[config.mk]
export PLATFORM = sky130hd
export DESIGN_NAME = result_drain_ctrl
export DESIGN_NICKNAME = d
export VERILOG_FILES = /design/src/rtl/tpu_pkg.sv /design/src/rtl/result_drain_bank.sv /design/src/rtl/result_drain_ctrl.sv
export SDC_FILE = /design/constraint.sdc
export NUM_CORES = 1
export LEC_CHECK = 0
export ABC_AREA = 0
export CAP_MARGIN = 20
export CORE_ASPECT_RATIO = 0.7
export CORE_UTILIZATION = 53
export DETAILED_ROUTE_END_ITERATION = 7
export MAX_ROUTING_LAYER = met4
export PLACE_DENSITY = 0.74
export RECOVER_POWER = 100
export SLEW_MARGIN = 40
export SYNTH_ARGS = -nofsm -noshare
export SYNTH_HDL_FRONTEND = slang
export SYNTH_SLANG_ARGS = --single-unit
[constraint.sdc]
create_clock -name clk -period 2.7 [get_ports clk]
set_input_delay 0.405 -clock clk [delete_from_list [all_inputs] [get_ports clk]]
set_output_delay 0.405 -clock clk [all_outputs]
set_load 0.005 [all_outputs]
[src/rtl/tpu_pkg.sv]
// Shared constants and encodings for the MMU result drain path.
package tpu_pkg;
    localparam int N_RES         = 4;
    localparam int OUT_W         = 8;
    localparam int DATA_W        = 2 * OUT_W;
    localparam int ENT_W         = $clog2(N_RES);
    localparam int BYTES_PER_JOB = N_RES * DATA_W / OUT_W;
    localparam int IDX_W         = $clog2(BYTES_PER_JOB);

    // Within each result word, the high byte goes out first.
    localparam bit HI_FIRST = 1'b1;

    typedef enum logic {
        RD_IDLE = 1'b0,
        RD_SEND = 1'b1
    } rd_state_e;
endpackage

[src/rtl/result_drain_bank.sv]
// Two-bank result register file: one write port, combinational byte read mux.
module result_bank
    import tpu_pkg::*;
(
    input  logic              clk,
    input  logic              we_i,
    input  logic              wr_bank_i,
    input  logic [ENT_W-1:0]  wr_ent_i,
    input  logic [DATA_W-1:0] wr_data_i,
    input  logic              rd_bank_i,
    input  logic [IDX_W-1:0]  rd_idx_i,
    output logic [OUT_W-1:0]  rd_byte_o
);
    // Data array is left unreset; the full flags say which entries are live.
    logic [DATA_W-1:0] mem_q [2][N_RES];
    logic [DATA_W-1:0] rd_word;
    logic              sel_hi;

    always_ff @(posedge clk) begin
        if (we_i) mem_q[wr_bank_i][wr_ent_i] <= wr_data_i;
    end

    always_comb begin
        rd_word   = mem_q[rd_bank_i][rd_idx_i[IDX_W-1:1]];
        sel_hi    = ((rd_idx_i[0] == 1'b0) == HI_FIRST);
        rd_byte_o = sel_hi ? rd_word[DATA_W-1 -: OUT_W] : rd_word[OUT_W-1:0];
    end
endmodule

[src/rtl/result_drain_ctrl.sv]
// Double-buffered drain of 2x2 matmul results onto an 8-bit valid/ready stream;
// the MMU fills one bank while the host drains the other.
module result_drain_ctrl
    import tpu_pkg::*;
(
    input  logic              clk,
    input  logic              rst,
    input  logic              clear,
    input  logic              res_valid,
    input  logic [DATA_W-1:0] res_data,
    output logic              can_accept,
    output logic              out_valid,
    input  logic              out_ready,
    output logic [OUT_W-1:0]  out_data,
    output logic              out_last,
    output logic              busy,
    output logic              overflow
);
    localparam logic [ENT_W-1:0] LAST_ENT = ENT_W'(N_RES - 1);
    localparam logic [IDX_W-1:0] LAST_IDX = IDX_W'(BYTES_PER_JOB - 1);

    rd_state_e        state_q,    state_d;
    logic [1:0]       full_q,     full_d;
    logic             wr_bank_q,  wr_bank_d;
    logic [ENT_W-1:0] fill_cnt_q, fill_cnt_d;
    logic             rd_bank_q,  rd_bank_d;
    logic [IDX_W-1:0] rd_idx_q,   rd_idx_d;
    logic             overflow_q, overflow_d;

    logic             we;
    logic [OUT_W-1:0] rd_byte;

    always_ff @(posedge clk or posedge rst) begin
        if (rst) begin
            state_q    <= RD_IDLE;
            full_q     <= '0;
            wr_bank_q  <= 1'b0;
            fill_cnt_q <= '0;
            rd_bank_q  <= 1'b0;
            rd_idx_q   <= '0;
            overflow_q <= 1'b0;
        end else begin
            state_q    <= state_d;
            full_q     <= full_d;
            wr_bank_q  <= wr_bank_d;
            fill_cnt_q <= fill_cnt_d;
            rd_bank_q  <= rd_bank_d;
            rd_idx_q   <= rd_idx_d;
            overflow_q <= overflow_d;
        end
    end

    always_comb begin
        state_d    = state_q;
        full_d     = full_q;
        wr_bank_d  = wr_bank_q;
        fill_cnt_d = fill_cnt_q;
        rd_bank_d  = rd_bank_q;
        rd_idx_d   = rd_idx_q;
        overflow_d = overflow_q;
        we         = 1'b0;

        if (clear) begin
            // A result arriving alongside clear is dropped with the partial job.
            state_d    = RD_IDLE;
            full_d     = '0;
            wr_bank_d  = 1'b0;
            fill_cnt_d = '0;
            rd_bank_d  = 1'b0;
            rd_idx_d   = '0;
            overflow_d = 1'b0;
        end else begin
            if (res_valid) begin
                if (!full_q[wr_bank_q]) begin
                    we         = 1'b1;
                    fill_cnt_d = fill_cnt_q + 1'b1;
                    if (fill_cnt_q == LAST_ENT) begin
                        full_d[wr_bank_q] = 1'b1;
                        wr_bank_d         = ~wr_bank_q;
                    end
                end else begin
                    overflow_d = 1'b1;
                end
            end

            // Writer and reader never touch the same full bit in one cycle.
            unique case (state_q)
                RD_IDLE: if (full_q[rd_bank_q]) state_d = RD_SEND;
                RD_SEND: begin
                    if (out_ready) begin
                        rd_idx_d = rd_idx_q + 1'b1;
                        if (rd_idx_q == LAST_IDX) begin
                            full_d[rd_bank_q] = 1'b0;
                            rd_bank_d         = ~rd_bank_q;
                            state_d           = RD_IDLE;
                        end
                    end
                end
                default: state_d = RD_IDLE;
            endcase
        end
    end

    result_bank u_bank (
        .clk       (clk),
        .we_i      (we),
        .wr_bank_i (wr_bank_q),
        .wr_ent_i  (fill_cnt_q),
        .wr_data_i (res_data),
        .rd_bank_i (rd_bank_q),
        .rd_idx_i  (rd_idx_q),
        .rd_byte_o (rd_byte)
    );

    assign out_valid  = (state_q == RD_SEND);
    assign out_data   = out_valid ? rd_byte : '0;
    assign out_last   = out_valid && (rd_idx_q == LAST_IDX);
    assign can_accept = ~full_q[wr_bank_q];
    assign busy       = (|full_q) || (fill_cnt_q != '0);
    assign overflow   = overflow_q;
endmodule
**Word level (Yosys, flattened, before mapping)**

Memory sizes are Yosys's and may differ from the RTL's.
Cells that the tools add are included.

- Bits in writable memories: 128
- Output and inout port bits: 13
- Bits of input ports: 21
- Memories kept: 1
- Word-level logic and storage cells: 97
- Register bits after elaboration: 11

- Reduce and logical (&&, ||, !) cells: 18
- Bitwise logic cells: 9
- Magnitude comparators: 7
- Add/subtract/negate cells: 2
- Equal/unequal tests: 3
- Muxes and demuxes: 50

Memories:

| name | depth | bits a word | read ports | clocked after Yosys merged registers in | wr ports | RTL line | source |
|---|---|---|---|---|---|---|---|
| u_bank.mem_q | 2 | 64 | 1 | 0 | 1 | result_drain_bank.sv:15 | `logic [DATA_W-1:0] mem_q [2][N_RES];` |

Operators by type and width:

| operator | count |
|---|---|
| $mux 64 | 1 |
| $mux 16 | 3 |
| $bmux 16 s2 | 1 |
| $demux 16 s2 | 1 |
| $mux 1 | 25 |
| $mux 2 | 11 |
| $mux 8 | 2 |
| $reduce_bool 2->1 | 7 |
| $mux 3 | 3 |
| $ge 3x3->1 const B | 2 |
| $not 2->3 | 2 |
| $reduce_and 2->1 | 3 |
| $reduce_and 3->1 | 2 |
| $logic_and 1x1->1 | 4 |
| $lt 1x2->1 const B | 2 |
| $not 1->1 | 4 |
| $add 3x1->3 const B | 1 |
| $eq 3x3->1 const B | 1 |
| $lt 3x1->1 const B | 1 |
| $add 2x1->2 const B | 1 |
| $and 2x2->2 | 1 |
| $demux 1 s1 | 2 |
| $eq 2x2->1 const B | 1 |
| $ge 1x1->1 const B | 2 |
| 6 further kinds | 6 |

**Logic depth before layout (Yosys ltp)**

Gate-level depths: netlist (run 1).

- Depth in word-level cells: 14
- Mapped depth: 7
- Mapped depth without buffers: 6

**Hierarchy**

From an unflattened synthesis (run 1), not the netlist that was laid out.

- Cells, all modules: 278
- Area total of the unflattened synthesis: 5,575.3 um^2

By module, submodules not included:

| module | cells each | sequential area each (um^2) | area an instance (um^2) | instances |
|---|---|---|---|---|
| result_bank | 211 | 3,843.7 | 4,936.0 | 1 |
| result_drain_ctrl | 67 | 275.3 | 639.4 | 1 |

**Worst setup path after synthesis (run 1)**

OpenSTA, ideal clock, no wires.

- Kind: register to register
- From: register fill_cnt_q[1]
- To: memory u_bank.mem_q[1][0] (netlist name) (enable)
- Path buffers: 0
- Arrival: 2.361 ns
- Library setup time: 0.436 ns
- Period minus slack after synthesis: 2.798 ns
- Required time: 2.264 ns
- Cell stages (with the launch flop): 4
- Slack: -0.098 ns
- Cells stage by stage: dfrtp_1 ha_1 nand2_1 nor4b_1

- Word-level cells in the longest chain between the ends: 6
- Elaborated cells on any way between the ends: 7
- Classes of those cells: order compare (2); mux (3); bitwise (1); reduce/logical (1)

RTL lines:

| element | RTL line | source |
|---|---|---|
| from (decl) | result_drain_ctrl.sv:25 | `logic [ENT_W-1:0] fill_cnt_q, fill_cnt_d;` |
| from (signal assigned) | result_drain_ctrl.sv:46 | `fill_cnt_q <= fill_cnt_d;` |
| $not 2->3 (not written as such) * | result_drain_bank.sv:20 | `if (we_i) mem_q[wr_bank_i][wr_ent_i] <= wr_data_i;` |
| $ge 3x3->1 (not written as such) / $lt 3x1->1 (equally long branches) | result_drain_bank.sv:20 |  |
| $logic_and 1x1->1 (not written as such) | result_drain_bank.sv:20 |  |
| $mux 16 (not written as such) | result_drain_bank.sv:20 |  |
| $demux 16 s2 * | result_drain_bank.sv:20 |  |
| $mux 64 (not written as such) * | result_drain_bank.sv:20 |  |
| to (decl) | result_drain_bank.sv:15 |  |

Mark *: on every way between the ends. The rest lies on a longest branch, timed or not.

**Worst setup path in the final report (run 1)**

- From: register rd_bank_q
- To: output out_data[3]

- Word-level cells in the longest chain between the ends: 6

RTL lines:

| element | RTL line | source |
|---|---|---|
| from (decl) | result_drain_ctrl.sv:26 | `logic rd_bank_q, rd_bank_d;` |
| from (signal assigned) | result_drain_ctrl.sv:47 | `rd_bank_q <= rd_bank_d;` |
| $mem_v2 2x64 | -- |  |
| $bmux 16 s2 | result_drain_bank.sv:24 | `rd_word = mem_q[rd_bank_i][rd_idx_i[IDX_W-1:1]];` |
| $mux 16 (not written as such) (2 in a row) | result_drain_bank.sv:24 |  |
| $mux 8 | result_drain_bank.sv:26 | `rd_byte_o = sel_hi ? rd_word[DATA_W-1 -: OUT_W] : rd_word[OUT_W-1:0];` |
| $mux 8 | result_drain_ctrl.sv:116 | `assign out_data = out_valid ? rd_byte : '0;` |
| to (decl) | result_drain_ctrl.sv:14 | `output logic [OUT_W-1:0] out_data,` |

Every way passes these cells. The select of a mux whose other input is x is not followed.

==> results of run 1 <==
-- per-stage QoR --
stage	setup TNS (ns)	area, um2	hold WS [ns]
floorplan	0	5600	0.257
global placement	0	6160	0.481
detailed placement	0	6160	0.495
CTS	-0.0373	6740	0.291
global route	-0.00454	6740	0.471
finish	0	6740	0.434
-- worst max-delay path by stage --
stage                                          from                      endpoint  slack (ns)
after global placement        rd_bank_q$_DFFE_PP0P_                   out_data[2]        0.34
after global routing          rd_bank_q$_DFFE_PP0P_                   out_data[0]      -0.003
after detailed placement      rd_bank_q$_DFFE_PP0P_                   out_data[7]        0.34
final                         rd_bank_q$_DFFE_PP0P_                   out_data[3]        0.08
after CTS                     rd_bank_q$_DFFE_PP0P_                   out_data[4]       -0.04
after floorplan           fill_cnt_q[1]$_DFFE_PP0P_  u_bank.mem_q[0][0]$_DFFE_PP_        0.66
-- flip-flops by register name, indices dropped and copies added (netlist names) --
register and cells:
out_valid 1, rd_idx_q 3, full_q 2, fill_cnt_q 2
overflow 1, wr_bank_q 1, u_bank.mem_q 128, rd_bank_q 1
-- worst register-to-register path, cell delays in order, from the launching register on --
cell and delay (ns):
dfrtp_1 0.46, nor4b_1 0.52, and2_0 0.24, clkbuf_1 0.74
-- cells by family after synthesis --
kind of cell	after synthesis	share of synthesized area (%)
flip-flops	139	73.6
adder cells (fa/ha/maj)	6	1.34
AND/OR/NAND/NOR	44	3.87
AO/OA/AOI/OAI	38	4.40
buffers and inverters	19	2.26
XOR/XNOR	3	0.469
multiplexers	49	14.1
-- cell usage in the layout, fill, tap and decap left out, drive strengths merged --
master	n
xor2	1
o21ai	13
a22oi	2
mux2i	27
dlymetal6s2s	1
nand2b	1
a211oi	2
mux4	22
clkbuf	29
dlygate4sd3	22
buf	14
nor2	9
a21oi	9
nand2	14
nor3	2
dfrtp	11
and2	8
a311oi	2
bufinv	3
a31oi	1
edfxtp	128
or3	1
ha	6
a221oi	6
o22ai	1
o2111ai	2
clkinvlp	3
and3	1
inv	6
clkinv	7
nand3	3
xnor2	2
nor2b	3
clkdlybuf4s50	3
nor4b	2
dlygate4sd2	7
-- layer usage --
| metal | routed length [um] | track usage (%) | vias up |
|---|---|---|---|
| met5 | 0 | - | - |
| met4 | 87 | 8.09 | 0 |
| met3 | 578 | 5.31 | 11 |
| met2 | 5410 | 36.4 | 109 |
| met1 | 5230 | 29.8 | 1509 |
| li1 | - | - | 1329 |
-- power by group --
part	switching (W)	internal, W	leakage, nW
registers	0.0000103	0.00239	1.31
logic	0.0000832	0.0000585	0.721
clock network	0.000823	0.00144	0.278
total	0.000917	0.00388	2.31
-- cell type report --
class | instances | area (um2) | share of cell area, %
tap | 128 | 160 | 2.37
inverter | 5 | 18.8 | 0.278
clock buffer | 18 | 429 | 6.36
sequential | 139 | 4120 | 61.1
clock inverter | 14 | 153 | 2.26
multi-input combinational | 140 | 1360 | 20.2
timing repair buffer | 58 | 503 | 7.46
-- repair_timing --
action                                 4_1_cts  5_1_grt
setup endpoints to repair                    8        1
buffers inserted                             1        5
gates resized for setup                     13        4
gates cloned                                 0        0
endpoints found under the hold margin        0        0
pin swaps                                    1        1
==> flow_summary.toml, run 1 <==
[sta]
fmax_mhz = 381
setup_ws_ns = 0.0758
clock_skew_ns = 0.00935
min_period_over_period_pct = 97.2
tightest_slew_ns = 0.969
hold_viol = 0
setup_viol_count_final = 0
slew_viol_final = 0
fin_crit_ns = 2.62
max_slew_margin_pct = 35.4

[yosys]
synth_edf_count = 128
synth_seq_cells = 139
synth_most_common_cell = "edfxtp_1"
syn_area_mm2 = 0.00560
syn-num-nets = 325
synth.top_cells.by_count = "128 x edfxtp_1, 27 x mux2i_1, 16 x mux4_2"
yosysTopAreaCellShare_pct = 68.7
synth_top_area_cell = "edfxtp_1"
syn_avg_cell_area_um2 = 18.8
synthCells = 298
synthFlopType = "edfxtp_1"
yosysSeqAreaShare_pct = 73.6
synth_cell_types = 38
ys_warn_count = 0
synth.area.top_cells = "edfxtp_1 69%, mux4_2 6.4%, dfrtp_1 4.9%"
ys_async_sr_fraction_pct = 7.91

[placed_design]
pre_cts_slack_ns = 0.341
place_inst = 464
dp_hpwl_mm = 6.69
port_buffers = 33
gp_congestion = 0.783

[detailed_routing]
vias = 2958
postRouteAntennaNets = 0
viasPerCell = 5.89
drtPass1Iterations = 7
drcViolationCount = 6
drt-initial-drc-count = 303
post_drt_wl_per_cell_um = 22.5
drt-total-wl_mm = 11.3

[die]
ios = 34
die_w_um = 125
rows = 30
fp.dieH_um = 88.0
core_mm2 = 0.00998
start_util_pct = 56.1
dieArea_mm2 = 0.0110

[finish]
drive_gt1_share_pct = 20.1
fin_cells = 502
nFillCells = 645
final_nets = 388
final_core_util_pct = 67.5
area_growth_pct = 20.5
antenna_cells = 0

[grt]
grt_max_degree = 30
grt_pass1_wl_mm = 17.0
grt_pass1_vias = 2956
grt-ovfl-total = 0
grt_usage_pct = 23.0
antenna_found_initial = 0

[setup_path]
r2r_cells = 3
path_class = "reg2out"
crit_cells = 6
endpoint_kind = "output pin"
path_delay_family = "multiplexers"
r2r_slack_ns = 0.35
rr_startpoint = "wr_bank_q$_DFFE_PP0P_"
critPathBufInv = 3
critPathSlowestCell = "mux4_1"
crit_chain = "buf_12, buf_4, mux4_1, mux2i_2, o21ai_1, dlygate4sd2_1"
startpoint_type = "flop"
critPathMaxStageDelay_ns = 0.56
r2r-end = "u_bank.mem_q[0][45]$_DFFE_PP_"
crit_arrival_ns = 2.22
crit_fanout = 12
worstPathRequired_ns = 2.30

[power_and_ir_drop]
peakVddDrop_mv = 0.559
leakagePower_nw = 2.31
power_density_mw_per_mm2 = 712
finalPower_w = 0.00480

[run_status]
status = "complete, but fails checks"
violations = "DRC"

[cts]
cts_max_level = 4
numCtsBuffers = 17
clock-sinks = 139
clk_latency_ns = 0.41
clk_pin_slew_worst_paths_ns = 0.06
cts_buffer_depth = 2
hold_buffers = 0
cts_tree = "yes"
cts_root_buf = "clkbuf_16"

[job]
max-cap-violations = 0

[min_path]
hold_class = "in2async"
(Power assumes the default switching activity.)
==> run 2: changes to the inputs <==
--- a/config.mk
+++ b/config.mk
@@ -7,8 +7,8 @@
 export LEC_CHECK = 0
 export ABC_AREA = 0
 export CAP_MARGIN = 20
-export CORE_ASPECT_RATIO = 0.7
 export CORE_UTILIZATION = 53
+export CTS_CLUSTER_SIZE = 16
 export DETAILED_ROUTE_END_ITERATION = 7
 export MAX_ROUTING_LAYER = met4
 export PLACE_DENSITY = 0.74
==> flow_summary.toml, run 2 (synthesized netlist as in run 1, its figures left out) <==
[grt]
grt-ovfl-total = 0
antenna_found_initial = 0
grt_usage_pct = 23.5
grt_max_degree = 17
grt_pass1_vias = 3090
grt_pass1_wl_mm = 17.7

[sta]
hold_viol = 0
fin_crit_ns = 2.70
tns_ns = 0
setup_viol_count_final = 0
rsz0062_at_grt = "yes"
clock_skew_ns = 0.00597
setup_ws_ns = 0.00315
slew_viol_final = 0
min_period_over_period_pct = 99.9
max_slew_margin_pct = 71.7
fmax_mhz = 371
tightest_slew_ns = 0.425

[placed_design]
port_buffers = 33
dp_hpwl_mm = 6.45
gp_congestion = 0.740
place_area_mm2 = 0.00616
place_inst = 470
pre_cts_slack_ns = 0.310

[die]
ios = 34
dieArea_mm2 = 0.0110
rows = 37
die_w_um = 105
start_util_pct = 54.5
core_mm2 = 0.0103
fp.dieH_um = 105

[power_and_ir_drop]
leakagePower_nw = 2.37
peakVddDrop_mv = 0.464
power_density_mw_per_mm2 = 665

[setup_path]
critPathBufInv = 4
crit_chain = "buf_4, bufbuf_16, mux2i_1, a22oi_2, buf_4, a311oi_2, a21oi_2, clkbuf_2"
startpoint = "rd_bank_q$_DFFE_PP0P_"
r2r_cells = 5
endpoint_kind = "output pin"
critPathMaxStageDelay_ns = 0.44
path_class = "reg2out"
startpoint_type = "flop"
rr_startpoint = "fill_cnt_q[1]$_DFFE_PP0P_"
critPathSlowestCell = "dfrtp_2"
crit_arrival_ns = 2.29
r2r-end = "u_bank.mem_q[0][10]$_DFFE_PP_"
crit_end = "out_data[7]"
r2r_slack_ns = 0.84
worstPathRequired_ns = 2.30
path_delay_family = "buffers and inverters"
crit_fanout = 4
path_common_cell = "buf_4"
crit_cells = 8

[finish]
fin_area_mm2 = 0.00699
layout_common_cells = "128 x edfxtp_1, 24 x mux2i_1, 22 x buf_4"
antenna_cells = 0
final_nets = 397
largest_reg_flops = 128
nFillCells = 681
drive_gt1_share_pct = 30.3
top_register = "u_bank.mem_q"
final_common_cell = "edfxtp_1"
fin_cells = 519
area_growth_pct = 24.8
top_regs = "u_bank.mem_q x128, rd_idx_q x3"

[detailed_routing]
drtPass1Iterations = 4
vias = 2993
postRouteAntennaNets = 0
viasPerCell = 5.77
drt-initial-drc-count = 214
drcViolationCount = 0
drt-total-wl_mm = 11.5
post_drt_wl_per_cell_um = 22.2

[cts]
cts_tree = "yes"
clk_pin_slew_worst_paths_ns = 0.06
numCtsBuffers = 17
cts_root_buf = "clkbuf_8"
cts_buffer_depth = 2
hold_buffers = 0
clk_latency_ns = 0.52
clock-sinks = 139
cts_max_level = 4

[min_path]
hold_class = "in2async"

[run_status]
status = "finished clean"

[job]
max-cap-violations = 0
==> run 2: final cells by class <==
| cell class | count | area (um2) | share of cell area, % |
|---|---|---|---|
| Clock buffer | 18 | 418 | 5.98 |
| Clock inverter | 14 | 128 | 1.83 |
| Inverter | 5 | 18.8 | 0.269 |
| Multi-Input combinational cell | 140 | 1440 | 20.6 |
| Sequential cell | 139 | 4120 | 59.0 |
| Tap cell | 136 | 170 | 2.44 |
| Timing Repair Buffer | 67 | 689 | 9.87 |
==> run 2: power breakdown <==
part,switching [W],internal (W)
clock network,0.000939,0.00117
registers,0.0000116,0.00239
logic,0.0000835,0.0000630
==> run 2: per-stage QoR <==
stage | hold WS [ns] | util (%) | total power, W
detailed placement | 0.528 | 59.9 | 0.00259
CTS | 0.175 | 67.2 | 0.00468
global route | 0.341 | 68.0 | 0.00481
finish | 0.310 | 68.0 | 0.00465
floorplan | 0.257 | - | 0.00250
global placement | 0.485 | 59.9 | 0.00258
==> run 2: layer usage <==
| metal | vias to the layer above | wire (um) | part of all wire, % | track usage [%] |
|---|---|---|---|---|
| met5 | - | 0 | 0 | - |
| met4 | 0 | 128 | 1.1 | 9.36 |
| met3 | 16 | 723 | 6.3 | 5.36 |
| li1 | 1345 | - | - | - |
| met1 | 1518 | 4710 | 41 | 29.9 |
| met2 | 114 | 5950 | 52 | 37.0 |
==> run 2: repair_timing <==
action                     in CTS  in global routing
pin swaps                       5                  7
setup endpoints to repair       8                  8
resized for setup              35                 24
buffers inserted                9                  5
gates cloned                    2                  1
==> run 2: worst min-delay path by stage <==
stage | cells past startpoint | end | slack (ns)
after global routing | 2 | fill_cnt_q[1]$_DFFE_PP0P_ | 0.34
after global placement | 2 | overflow$_DFFE_PP0P_ | 0.48
after floorplan | 1 | fill_cnt_q[0]$_DFFE_PP0P_ | 0.26
final | 2 | overflow$_DFFE_PP0P_ | 0.31
after detailed placement | 2 | overflow$_DFFE_PP0P_ | 0.53
after CTS | 2 | overflow$_DFFE_PP0P_ | 0.17
